--- config.mk ---
export PLATFORM = sky130hd
export DESIGN_NAME = up_mem_arbiter
export DESIGN_NICKNAME = d
export VERILOG_FILES = /design/src/rtl/up_mem_arbiter.sv
export SDC_FILE = /design/constraint.sdc
export NUM_CORES = 1
export LEC_CHECK = 0
export CORE_MARGIN = 5
export CORE_UTILIZATION = 30
export DETAILED_ROUTE_END_ITERATION = 8
export GPL_ROUTABILITY_DRIVEN = 0
export GPL_TIMING_DRIVEN = 1
export PLACE_DENSITY = 0.67
export SYNTH_ARGS = -nofsm -noshare
export SYNTH_HDL_FRONTEND = slang
export SYNTH_SLANG_ARGS = --single-unit
--- constraint.sdc ---
create_clock -name clk -period 3.2 [get_ports clk]
set_input_delay 0.64 -clock clk [delete_from_list [all_inputs] [get_ports clk]]
set_output_delay 0.64 -clock clk [all_outputs]
set_load 0.01 [all_outputs]
--- src/rtl/up_mem_arbiter.sv ---
// Two-requester (cpu/dma) arbiter in front of a single-port memory.
// Round-robin between requesters, with a cpu lock that keeps cpu priority
// for back-to-back accesses. Writes take 2 cycles and reads take 3.
//
// state     | meaning
// ----------+-------------------------------------------------------------
// ST_IDLE   | no access in flight; arbitrates on any req
// ST_ISSUE  | grant pulse to the winner; memory strobe driven
// ST_RDWAIT | memory read data arriving; captured into rdata at the edge
module up_mem_arbiter #(
   parameter int AW = 8,
   parameter int DW = 8
) (
   input  logic          clk,
   input  logic          nRst,
   input  logic          cpu_req,
   input  logic          cpu_we,
   input  logic [AW-1:0] cpu_addr,
   input  logic [DW-1:0] cpu_wdata,
   input  logic          cpu_lock,
   input  logic          dma_req,
   input  logic          dma_we,
   input  logic [AW-1:0] dma_addr,
   input  logic [DW-1:0] dma_wdata,
   output logic          cpu_gnt,
   output logic          dma_gnt,
   output logic          cpu_rvalid,
   output logic          dma_rvalid,
   output logic [DW-1:0] rdata,
   output logic [AW-1:0] mem_addr,
   output logic [DW-1:0] mem_wdata,
   output logic          mem_we,
   output logic          mem_re,
   input  logic [DW-1:0] mem_rdata,
   output logic          busy
);

   typedef enum logic [1:0] {
      ST_IDLE   = 2'd0,
      ST_ISSUE  = 2'd1,
      ST_RDWAIT = 2'd2
   } state_t;

   state_t        state_q, state_d;
   logic [AW-1:0] mem_addr_q, mem_addr_d;
   logic [DW-1:0] mem_wdata_q, mem_wdata_d;
   logic [DW-1:0] rdata_q, rdata_d;
   logic          we_q, we_d;
   // Owner of the access in flight: 0 = cpu, 1 = dma.
   logic          owner_q, owner_d;
   // Set when the last grant went to cpu, so dma wins the next tie.
   logic          prio_dma_q, prio_dma_d;
   // The last granted access was cpu with cpu_lock set.
   logic          lock_q, lock_d;
   logic          cpu_rvalid_q, cpu_rvalid_d;
   logic          dma_rvalid_q, dma_rvalid_d;
   logic          cpu_win;

   // State and datapath registers with asynchronous active-low reset.
   always_ff @(posedge clk or negedge nRst) begin
      if (!nRst) begin
         state_q      <= ST_IDLE;
         mem_addr_q   <= '0;
         mem_wdata_q  <= '0;
         rdata_q      <= '0;
         we_q         <= 1'b0;
         owner_q      <= 1'b0;
         prio_dma_q   <= 1'b0;
         lock_q       <= 1'b0;
         cpu_rvalid_q <= 1'b0;
         dma_rvalid_q <= 1'b0;
      end else begin
         state_q      <= state_d;
         mem_addr_q   <= mem_addr_d;
         mem_wdata_q  <= mem_wdata_d;
         rdata_q      <= rdata_d;
         we_q         <= we_d;
         owner_q      <= owner_d;
         prio_dma_q   <= prio_dma_d;
         lock_q       <= lock_d;
         cpu_rvalid_q <= cpu_rvalid_d;
         dma_rvalid_q <= dma_rvalid_d;
      end
   end

   // Next-state logic: arbitration in IDLE, read-data capture in RDWAIT.
   always_comb begin
      state_d      = state_q;
      mem_addr_d   = mem_addr_q;
      mem_wdata_d  = mem_wdata_q;
      rdata_d      = rdata_q;
      we_d         = we_q;
      owner_d      = owner_q;
      prio_dma_d   = prio_dma_q;
      lock_d       = lock_q;
      cpu_rvalid_d = 1'b0;
      dma_rvalid_d = 1'b0;
      // A held cpu lock overrides the round-robin pointer.
      cpu_win      = cpu_req & (~dma_req | lock_q | ~prio_dma_q);
      case (state_q)
         ST_IDLE: begin
            if (cpu_req || dma_req) begin
               state_d     = ST_ISSUE;
               owner_d     = ~cpu_win;
               prio_dma_d  = cpu_win;
               lock_d      = cpu_win & cpu_lock;
               mem_addr_d  = cpu_win ? cpu_addr  : dma_addr;
               mem_wdata_d = cpu_win ? cpu_wdata : dma_wdata;
               we_d        = cpu_win ? cpu_we    : dma_we;
            end
         end
         ST_ISSUE: begin
            state_d = we_q ? ST_IDLE : ST_RDWAIT;
         end
         ST_RDWAIT: begin
            rdata_d      = mem_rdata;
            cpu_rvalid_d = ~owner_q;
            dma_rvalid_d = owner_q;
            state_d      = ST_IDLE;
         end
         default: begin
            state_d = ST_IDLE;
         end
      endcase
   end

   // Grants and strobes decode directly from state so reset clears them at once.
   always_comb begin
      cpu_gnt = (state_q == ST_ISSUE) & ~owner_q;
      dma_gnt = (state_q == ST_ISSUE) &  owner_q;
      mem_we  = (state_q == ST_ISSUE) &  we_q;
      mem_re  = (state_q == ST_ISSUE) & ~we_q;
      busy    = (state_q != ST_IDLE);
   end

   assign cpu_rvalid = cpu_rvalid_q;
   assign dma_rvalid = dma_rvalid_q;
   assign rdata      = rdata_q;
   assign mem_addr   = mem_addr_q;
   assign mem_wdata  = mem_wdata_q;

endmodule

==> out/metrics.yaml <==
status: "finished clean"
postSynthAreaPerCell_um2: 13.6
syn_inst: 105
ios: 78
final_cell_mix: "clkdlybuf4s50_1 (77), dfrtp_1 (32), a221o_2 (17)"
netlist.top_cell.by_area: "dfrtp_1"
num_vias: 1146
path_clk_slew_ps: 60
clock_latency_ps: 280
hold_viol_final: 0
cp-end-kind: "output port"
finalCritPeriodShare: 0.706
hpwl_um: 2970
skew_ps: 4.16
stdcell_area_um2: 2340
final_common_cell: "clkdlybuf4s50_1"
grt_max_degree: 33
combPwrFrac: 0.495
antenna_found_initial: 0
grt_overflow: 0
worst-path-max-fanout: 5
synth_flop_cell: "dfrtp_1"
peakVddDrop_v: 0.000386
num_rows: 25
p_sw_frac: 0.315
wirelength_um: 3920
remaining_drc_errors: 0
port_buffers: 77
crit_required_ps: 2560
cts_root_buffer: "clkbuf_8"
slew_headroom: 0.596
p_per_area_nw_per_um2: 960
wl_per_cell_um: 16.4
ctsResizeCount: 0
placed_cell_area_um2: 2220
dieWidth_um: 78.9
synth_xor_area_frac: 0
synth_edf_count: 0
postRouteAntennaNets: 0
htree_levels: 2
grtUsageMet2: 0.205
period_needed_ps: 2260
start_kind: "flop"
ys_types: 18
final_cells: 239
synthArstFlopShare: 1.00
drive_above_1_share: 0.216
synth-simple-area-share: 0.0466
tightestPinTransition_ps: 607
fin_tns_setup_ps: 0
synth_compound_gate_area_share: 0.267
slew_viol_final: 0
use_met1: 0.169
max_freq_mhz: 443
synth_top_family_by_area: "compound AO/OA/AOI/OAI gates"
ys_warn_count: 0
syn-num-nets: 152
drt_iter0_drc: 32
utilization: 0.503
rrSetupSlack_ps: 1490
drt_pass1_iterations: 4
viasPerCell: 4.79
muxShareOfSynthArea: 0.0633
syn_to_final_growth_pct: 64.6
cts_tree: "built"
p_sw_uw: 709
die_area_um2: 6220
clock_path_buffers: 2
crit_arrival_ps: 1620
internal_power_uw: 1540
ctsHoldBuffers: 0
min_path_type: "flop to flop"
finalSetupViolations: 0
core_um2: 4660
r2r_end: "mem_addr[4]"
grt.total_usage: 0.132
clock_sinks: 32
netlist_top_cells_area: "dfrtp_1 (56%), a221o_2 (13%), a21boi_0 (8.4%)"
cp_cell_sequence: "nand2b_1 -> nor2_1 -> clkdlybuf4s50_1"
whs_endpoint: "state_q[1]"
diodes: 0
whs_path_depth: 1
use_met3: 0.0442
synth_top_area_share: 0.562
p_clk_frac: 0.184
seq_area_frac_synth: 0.562
final_nets: 231
reg2regPathDepth: 4
sequentialPowerShare: 0.321
hp-start: "we_q"
cts_setup_buffers: 0
p_leak_uw: 0.000989
die_h_um: 78.9
grt.busiest_layer: "met2"
synth-seq-cells: 32
first_global_vias: 1253
rsz0062_at_grt: "no"
dp_cells: 231
cp_slowest_stage_delay_ps: 550
crit_path_top_delay_cell: "clkdlybuf4s50_1"
maxCapViolations: 0
crit_path_start: "state_q[1]"
initial_core_util: 0.306
grt_pass1_wl_um: 6380
numCtsBuffers: 5
netlist_area_um2: 1420
r2r-start: "state_q[1]"
synth-adder-area-share: 0
crit_type: "flop to output port"
## power groups by stage
stage	Combinational, uW	Clock, uW	Sequential (uW)
after floorplan	532	0	786
after global placement	1090	0	723
after detailed placement	1130	0	728
after CTS	1130	428	725
after global routing	1200	452	752
final	1110	414	721
## final cells by class
| class | count | area, um2 |
|---|---|---|
| Fill cell | 390 | 2320 |
| Sequential cell | 32 | 801 |
| Timing Repair Buffer | 80 | 793 |
| Multi-Input combinational cell | 60 | 537 |
| Clock buffer | 7 | 96.3 |
| Tap cell | 54 | 67.6 |
| Clock inverter | 1 | 30.0 |
| Inverter | 5 | 18.8 |
## logic make-up after synthesis
| kind of cell | Yosys count |
|---|---|
| AO/OA/AOI/OAI | 39 |
| multiplexers | 8 |
| buffers and inverters | 13 |
| AND/OR/NAND/NOR | 13 |
| flip-flops | 32 |
## worst max-delay path, delay by kind of cell, from the launching register on
family | cells | cell delay [ps]
DFF | 1 | 430
buffers and inverters | 1 | 550
and+or+nand+nor | 2 | 360
## sequential cells by signal, indices dropped and copies added (netlist names)
| signal | cells |
|---|---|
| prio_dma_q | 1 |
| mem_wdata | 8 |
| we_q | 1 |
| lock_q | 1 |
| state_q | 2 |
| dma_rvalid | 1 |
| cpu_rvalid | 1 |
| rdata | 8 |
| owner_q | 1 |
| mem_addr | 8 |
## cell usage after synthesis (all sizes together) (2+ instances only)
cell type   n
a21boi     16
a21o        2
a221o      17
buf         8
dfrtp      32
inv         5
mux2        8
nand2b      3
nor2        8
## metrics by stage
step | total power (uW) | hold WS [ps] | setup slack [ps]
after global placement | 1820 | 453 | 873
after detailed placement | 1860 | 452 | 869
after CTS | 2280 | 466 | 926
after global routing | 2410 | 497 | 831
final | 2250 | 461 | 942
after floorplan | 1320 | 344 | 1540
## metal layers
metal	wire, um	vias up
met1	1760	538
met5	0	-
li1	-	549
met4	55	0
met2	1780	54
met3	329	5
## how the worst max path moves through the flow
stage | endpoint | cells after the start
3_3_place_gp | mem_addr[4] | 5
2_1_floorplan | mem_addr[0] | 5
6_report | mem_we | 3
4_1_cts | mem_re | 3
5_1_grt | mem_we | 3
3_5_place_dp | mem_addr[4] | 5
Power figures use the tool's default switching activity.
